## src/rtl/touch_led_array.sv

```systemverilog
// touch_led_array: per-channel touch synchroniser/debouncer with press strobes and
// mode-selected LED drive (toggle, follow, one-shot, off), all in the sys_clk domain.
module touch_led_array #(
  parameter int CH            = 4,
  parameter int SYNC_STAGES   = 2,
  parameter int DEB_CYC       = 1000000,
  parameter int PULSE_CYC     = 25000000,
  parameter bit TOUCH_ACT_LOW = 1'b1,
  parameter bit LED_ACT_LOW   = 1'b1
) (
  input  logic            sys_clk,
  input  logic            sys_rst_n,
  input  logic [CH-1:0]   touch_in,
  input  logic [2*CH-1:0] mode,
  output logic [CH-1:0]   press_pulse,
  output logic [CH-1:0]   touch_state,
  output logic [CH-1:0]   led_out
);
  localparam int DW = $clog2(DEB_CYC + 1);
  localparam int PW = $clog2(PULSE_CYC + 1);
  localparam logic [DW-1:0] DEB_LAST = DW'(DEB_CYC - 1);
  localparam logic [PW-1:0] PULSE_LD = PW'(PULSE_CYC);
  logic [CH-1:0] touched;
  assign touched = TOUCH_ACT_LOW ? ~touch_in : touch_in;
  for (genvar i = 0; i < CH; i++) begin : g_ch
    logic [SYNC_STAGES-1:0] sync;
    logic [DW-1:0]          deb_cnt;
    logic [PW-1:0]          pcnt, pcnt_nxt;
    logic [1:0]             m;
    logic                   stable, stable_d, tog, tog_nxt, press, pulse, led, lit;
    // LED is registered from the next-state toggle/pulse values so it moves with press_pulse
    always_comb begin
      m        = mode[2*i +: 2];
      press    = stable & ~stable_d;
      tog_nxt  = tog ^ press;
      pcnt_nxt = press ? PULSE_LD : (pcnt != '0 ? pcnt - 1'b1 : pcnt);
      lit      = m == 2'b00 ? tog_nxt :
                 m == 2'b01 ? stable :
                 m == 2'b10 ? pcnt_nxt != '0 : 1'b0;
    end
    always_ff @(posedge sys_clk or negedge sys_rst_n)
      if (!sys_rst_n) begin
        sync     <= '0;
        deb_cnt  <= '0;
        stable   <= 1'b0;
        stable_d <= 1'b0;
        tog      <= 1'b0;
        pcnt     <= '0;
        pulse    <= 1'b0;
        led      <= LED_ACT_LOW;
      end else begin
        sync     <= {sync[SYNC_STAGES-2:0], touched[i]};
        stable_d <= stable;
        tog      <= tog_nxt;
        pcnt     <= pcnt_nxt;
        pulse    <= press;
        led      <= lit ^ LED_ACT_LOW;
        if (sync[SYNC_STAGES-1] == stable) deb_cnt <= '0;
        else if (deb_cnt == DEB_LAST) begin
          deb_cnt <= '0;
          stable  <= ~stable;
        end else deb_cnt <= deb_cnt + 1'b1;
      end
    assign press_pulse[i] = pulse;
    assign touch_state[i] = stable;
    assign led_out[i]     = led;
  end
endmodule
```

## config.mk

```make
export PLATFORM = sky130hd
export DESIGN_NAME = touch_led_array
export DESIGN_NICKNAME = d
export VERILOG_FILES = /design/src/rtl/touch_led_array.sv
export SDC_FILE = /design/constraint.sdc
export NUM_CORES = 1
export LEC_CHECK = 0
export CAP_MARGIN = 30
export CORE_ASPECT_RATIO = 0.9
export CORE_MARGIN = 2
export CORE_UTILIZATION = 60
export CTS_CLUSTER_DIAMETER = 40
export DETAILED_ROUTE_END_ITERATION = 7
export GPL_TIMING_DRIVEN = 0
export HOLD_SLACK_MARGIN = 0.06
export PLACE_DENSITY = 0.83
export REMOVE_ABC_BUFFERS = 1
export SLEW_MARGIN = 10
export SYNTH_ARGS = -nofsm -noshare
export SYNTH_HDL_FRONTEND = slang
export SYNTH_SLANG_ARGS = --single-unit
export TNS_END_PERCENT = 30
```

## constraint.sdc

```tcl
create_clock -name sys_clk -period 6.2 [get_ports sys_clk]
set_clock_uncertainty 0.15 [all_clocks]
set_input_delay 1.24 -clock sys_clk [delete_from_list [all_inputs] [get_ports sys_clk]]
set_output_delay 1.24 -clock sys_clk [all_outputs]
set_load 0.02 [all_outputs]
```

## After elaboration in Yosys (flattened, before gate mapping)

Index checks and enable logic that the tools add are counted.

| word-level totals | value |
|---|---|
| bits in latches | 0 |
| bits of input ports | 14 |
| memories kept | 0 |
| word-level logic and storage cells | 125 |
| bits in writable memories | 0 |
| output and inout bits | 12 |
| flip-flop bits (word level) | 208 |
| memory bits (read-only) | 0 |

| cells by class | value |
|---|---|
| multiplexer cells | 28 |
| div/mod/pow operators | 0 |
| bitwise operators | 25 |
| multipliers | 0 |
| eq/ne operators | 16 |
| reductions and logical operators | 16 |
| add/subtract/negate cells | 8 |
| shifts and indexed selects | 0 |
| $lt $le $gt $ge | 0 |

Operator list:

| kind | count |
|---|---|
| $mux W25 | 8 |
| $reduce_bool A25 Y1 | 8 |
| $mux W20 | 8 |
| $sub A25 B1 Y25 const B | 4 |
| $add A20 B1 Y20 const B | 4 |
| $eq A20 B20 Y1 const B | 4 |
| $not A1 Y1 | 16 |
| $mux W1 | 12 |
| $eq A2 B1 Y1 const B | 4 |
| $eq A2 B2 Y1 const B | 4 |
| $logic_not A2 Y1 | 4 |
| $reduce_and A2 Y1 | 4 |
| $and A1 B1 Y1 | 4 |
| $eq A1 B1 Y1 | 4 |
| $not A4 Y4 | 1 |
| $xor A1 B1 Y1 | 4 |

## Logic depth before layout (Yosys ltp)

| logic depth | value |
|---|---|
| depth in word-level cells | 8 |
| depth in mapped cells | 11 |

## Worst setup path before layout

No wires, ideal clock.

| timing | value |
|---|---|
| path kind | flip-flop to flip-flop |
| start point | reg g_ch[2].pcnt[0] |
| end point | reg g_ch[2].led |
| required time | 5.959 ns |
| arrival | 2.680 ns |
| setup time | 0.091 ns |
| stages on the path, launching flop included | 12 |
| slack | 3.279 ns |
| path through | dfrtp_1 inv_1 ha_1 or4b_1 nor4_4 and3_4 buf_6 nor3_2 xnor2_2 nand2_1 or4_1 o31ai_1 |

| on the way | value |
|---|---|
| longest elaborated chain between the ends | 8 |
| elaborated cells between the ends (all ways) | 9 |
| those cells by class | add/sub (1); mux (5); bitwise (1); reduce/logical (2) |

RTL lines:

| element | line | RTL |
|---|---|---|
| start: declaration | 28 | `logic [PW-1:0] pcnt, pcnt_nxt;` |
| start signal: assignment | 55 | `pcnt <= pcnt_nxt;` |
| $sub A25 B1 Y25 or $reduce_bool A25 Y1 (tied branches) | 36 | `pcnt_nxt = press ? PULSE_LD : (pcnt != '0 ? pcnt - 1'b1 : pcnt);` |
| $mux W25 (*) (2 in series) | 36 |  |
| net g_ch[2].pcnt_nxt[13] | 28 |  |
| $reduce_bool A25 Y1 (*) | 39 | `m == 2'b10 ? pcnt_nxt != '0 : 1'b0;` |
| $mux W1 (*) | 39 |  |
| $mux W1 (*) | 38 | `m == 2'b01 ? stable :` |
| $mux W1 (*) | 37 | `lit = m == 2'b00 ? tog_nxt :` |
| $not A1 Y1 (no source line) (*) | -- |  |
| end signal: assignment | 57 | `led <= lit ^ LED_ACT_LOW;` |
| end: declaration | 30 | `logic stable, stable_d, tog, tog_nxt, press, pulse, led, lit;` |

Mark *: on every way through the listed nets, which the timed path passes. The rest lies on a longest branch.
A chain may end at the register's enable or synchronous reset.

## Worst setup path after layout

| timing | value |
|---|---|
| start point | reg g_ch[0].pcnt[0] |
| end point | reg g_ch[0].led |

| on the way | value |
|---|---|
| longest elaborated chain between the ends | 8 |
| elaborated cells between the ends (all ways) | 9 |
| those cells by class | add/sub (1); mux (5); bitwise (1); reduce/logical (2) |

RTL lines:

| element | line |
|---|---|
| start: declaration | 28 |
| start signal: assignment | 55 |
| $sub A25 B1 Y25 or $reduce_bool A25 Y1 (tied branches) | 36 |
| $mux W25 (*) (2 in series) | 36 |
| net g_ch[0].pcnt_nxt[16] | 28 |
| $reduce_bool A25 Y1 (*) | 39 |
| $mux W1 (*) | 39 |
| $mux W1 (*) | 38 |
| $mux W1 (*) | 37 |
| $not A1 Y1 (no source line) (*) | -- |
| end signal: assignment | 57 |
| end: declaration | 30 |

Marked as above.

==> metrics.md <==
| Metric | Value |
|---|---|
| CTS Buf Count | 29 |
| DP Wirelength | 13,500 um |
| Minimum clock period | 3550 ps |
| GPL Wtd Cong | 0.886 |
| RR Endpoint | g_ch[0].led |
| Worst setup path end | g_ch[0].led |
| Drt wl/cell | 15.8 um |
| Worst hold slack | 197 ps |
| Crit-path leading delay family | simple AND/OR/NAND/NOR gates |
| Via count | 7,805 |
| Largest area contributor in the netlist | dfrtp_1 |
| Crit Path Category | reg2reg |
| Number of max-slew violations in the final report | 0 |
| Buf/Inv on CP | 1 |
| Clk buf depth | 3 |
| DRT Wirelength | 20,900 um |
| PortBufs | 25 |
| TritonCTS clock tree | built |
| Synth cell count leaders | dfrtp_1, nor2_1, nand2_1 |
| Worst R2R Start | g_ch[0].pcnt[0] |
| Ports | 26 |
| Global-route wire length before repair | 35,900 um |
| Syn_area_per_cell | 9.71 um2 |
| GRT met3 Usage | 4.06% |
| Unrepaired setup endpoints after global routing | no |
| Status | finished, final reports clean |
| Switching fraction of total power | 22.2% |
| Worst path required time | 6520 ps |
| Setup WS post-layout | 2650 ps |
| Row cnt | 45 |
| Most frequent CP cell | nand4_1 |
| Fill cells | 1,233 |
| Crit end category | flip-flop |
| Final setup fails | 0 |
| Crit path launch type | flip-flop |
| Sequential fraction of the synthesis area | 50.1% |
| CP startpoint | g_ch[0].pcnt[0] |
| Peak supply drop | 0.239 mV |
| FF+latch count, synth | 208 |
| Gate power share | 2.3% |
| WP data arrival | 3870 ps |
| Met1 Use GR | 33.3% |
| Share of cells above drive strength 1 | 7.46% |
| Post-layout net count | 1,114 |
| Tcrit/Tclk final | 57.3% |
| Placement Setup Slack | 2680 ps |
| Max Fclk | 281 MHz |
| Slew headroom | 47.8% |
| Post_cts resized | 0 |
| Sequential cell area | 5210 um2 |
| Initial antenna violation count | 0 |
| Worst slew pin tran | 782 ps |
| Number of global-route vias before repair | 7,556 |
| Worst-path cell chain | inv_1, ha_1, nor3b_1, nand4_1, a21oi_1, o31ai_1, a2111oi_0, nand4_1, nor4b_1, a221o_1 |
| Largest net degree at the start of global routing | 115 |
| Total power | 0.00300 W |
| Layout area overhead | 12.4% |
| GR Overflow Total | 0 |
| Post-synth top area share | 49.1% |
| Max-cap violations | 0 |
| Clock Pin Slew Worst Setup and Hold Paths | 60 ps |
| Drt drc | 0 |
| Hold WC Path Type | reg2reg |
| Power share of the sequential group | 45.9% |
| FF-to-FF setup slack | 2650 ps |
| Switching component of the power | 0.000667 W |
| Area of the multi-input gates | 4900 um2 |
| Power per standard cell area | 257 nW/um2 |
| Clk_lat worst skew | 530 ps |
| FFs w/ async S/R, synth | 100% |
| Register-to-Register Path Depth | 10 |
| CP max stage cell | nor3b_1 |
| Postcts setup bufs | 0 |
| LEAKAGE | 5.67 nW |
| H-tree depth | 1 |
| Max stage delay on crit path | 650 ps |
| Core area | 16,900 um2 |
| Power share of the clock group | 51.8% |
| Cts hold-fix bufs | 0 |
| Top-count cell post-synth | dfrtp_1 |
| Post-synth EDFFs | 0 |
| GRT Util Overall | 23.6% |
| Area contributors post-synth | dfrtp_1, xnor2_1, nor2_1 |
| Synth cell types | 69 |
| Root Buffer | clkbuf_16 |
| Pre-antenna DRT Iters | 5 |
| Die W | 143 um |
| Most used flip-flop cell after synthesis | dfrtp_1 |
| Detailed Route Iter0 Violations | 505 |
| Initial Util | 61.5% |
| Cells after Synth | 1,071 |
| Die area | 18,400 um2 |
| Most used routing layer | met2 |
| Yosys Warn Count | 0 |
| Worst path depth | 10 |
| Final Util | 69.2% |
| Met2 Usage GRT | 38.5% |
| Setup TNS | 0 ps |
| Int Pwr | 0.00233 W |
| Post-DRT Antenna Nets | 0 |
| Post-synthesis cell area | 10,400 um2 |
| Die Ht | 129 um |
| Avg Vias per Cell | 5.90 |
| Final hold violations | 0 |
| CP Max Fanout | 7 |
| Ant. Diodes | 0 |
| CTS Sinks | 208 |
flip-flops by register name (all words and copies together), names as in the netlist:
register	cells
g_ch.led	4
g_ch.deb_cnt	80
g_ch.pcnt	100
g_ch.tog	4
g_ch.pulse	4
g_ch.stable_d	4
g_ch.sync	8
g_ch.stable	4
routing by layer:
layer	wire length, um	vias up
li1	-	3807
met1	9680	3789
met2	9910	169
met3	904	40
met4	375	0
met5	0	-
worst min path at each step:
stage	end	startpoint	cells past startpoint
floorplan	g_ch[0].sync[1]	g_ch[0].sync[0]	0
global placement	g_ch[2].sync[1]	g_ch[2].sync[0]	0
detailed placement	g_ch[2].sync[1]	g_ch[2].sync[0]	0
CTS	g_ch[2].sync[1]	g_ch[2].sync[0]	0
global route	g_ch[2].sync[1]	g_ch[2].sync[0]	0
finish	g_ch[2].sync[1]	g_ch[2].sync[0]	0
power groups by stage:
stage               Combinational [W]  Clock, W  Sequential, W
finish                      0.0000688   0.00155        0.00138
global route                0.0000807   0.00165        0.00138
CTS                         0.0000718   0.00159        0.00138
detailed placement          0.0000707         0        0.00140
global placement            0.0000673         0        0.00140
floorplan                   0.0000217         0        0.00140
layout make-up:
class                   count  area share [%]
flip-flops and latches    208            44.6
multi-input cells         804            42.0
clock buffers              38            7.01
repair buffers             26            2.42
well taps                 211            2.26
clock inverters            14            1.02
inverters                  23           0.739
layout by cell type, fill, tap and decap left out, types with 6 or more instances in the layout:
cell type	instances
nor3b_1	6
clkbuf_16	29
dfrtp_1	204
and3_1	19
nor4_1	33
or2_2	8
clkbuf_8	6
nand4_1	18
nor2b_1	7
nor4b_1	12
nor3_1	34
xor2_1	57
ha_1	8
nand2b_1	19
or3_1	24
o31ai_1	8
o21ai_0	25
xnor2_1	74
nor2_1	165
a21oi_1	31
nand3_1	57
clkdlybuf4s50_1	24
nand2_1	90
and2_1	7
inv_1	21
nand3b_1	7
or4_1	21
mux2i_1	6
stage by stage:
stage / instances / cell area, um2
after floorplan: 1035 / 10200
after global placement: 1271 / 10700
after detailed placement: 1272 / 10700
after CTS: 1324 / 11700
after global routing: 1324 / 11700
final: 1324 / 11700
worst register-to-register path, stage by stage, from the launching register on:
cell and delay, ps:
dfrtp_1 410, inv_1 120, ha_1 180, nor3b_1 650
nand4_1 430, a21oi_1 260, o31ai_1 130, a2111oi_0 400
nand4_1 200, nor4b_1 350, a221o_1 220
kinds of logic after synthesis:
| group | Yosys count | synth area share [%] |
|---|---|---|
| mux | 10 | 1.01 |
| flops | 208 | 50.1 |
| compound gates | 97 | 5.93 |
| fa+ha+maj | 8 | 0.963 |
| simple gates | 557 | 28.1 |
| buf+inv | 59 | 2.70 |
| xor+xnor | 132 | 11.2 |
No activity file was read; power rests on OpenSTA's default activity.
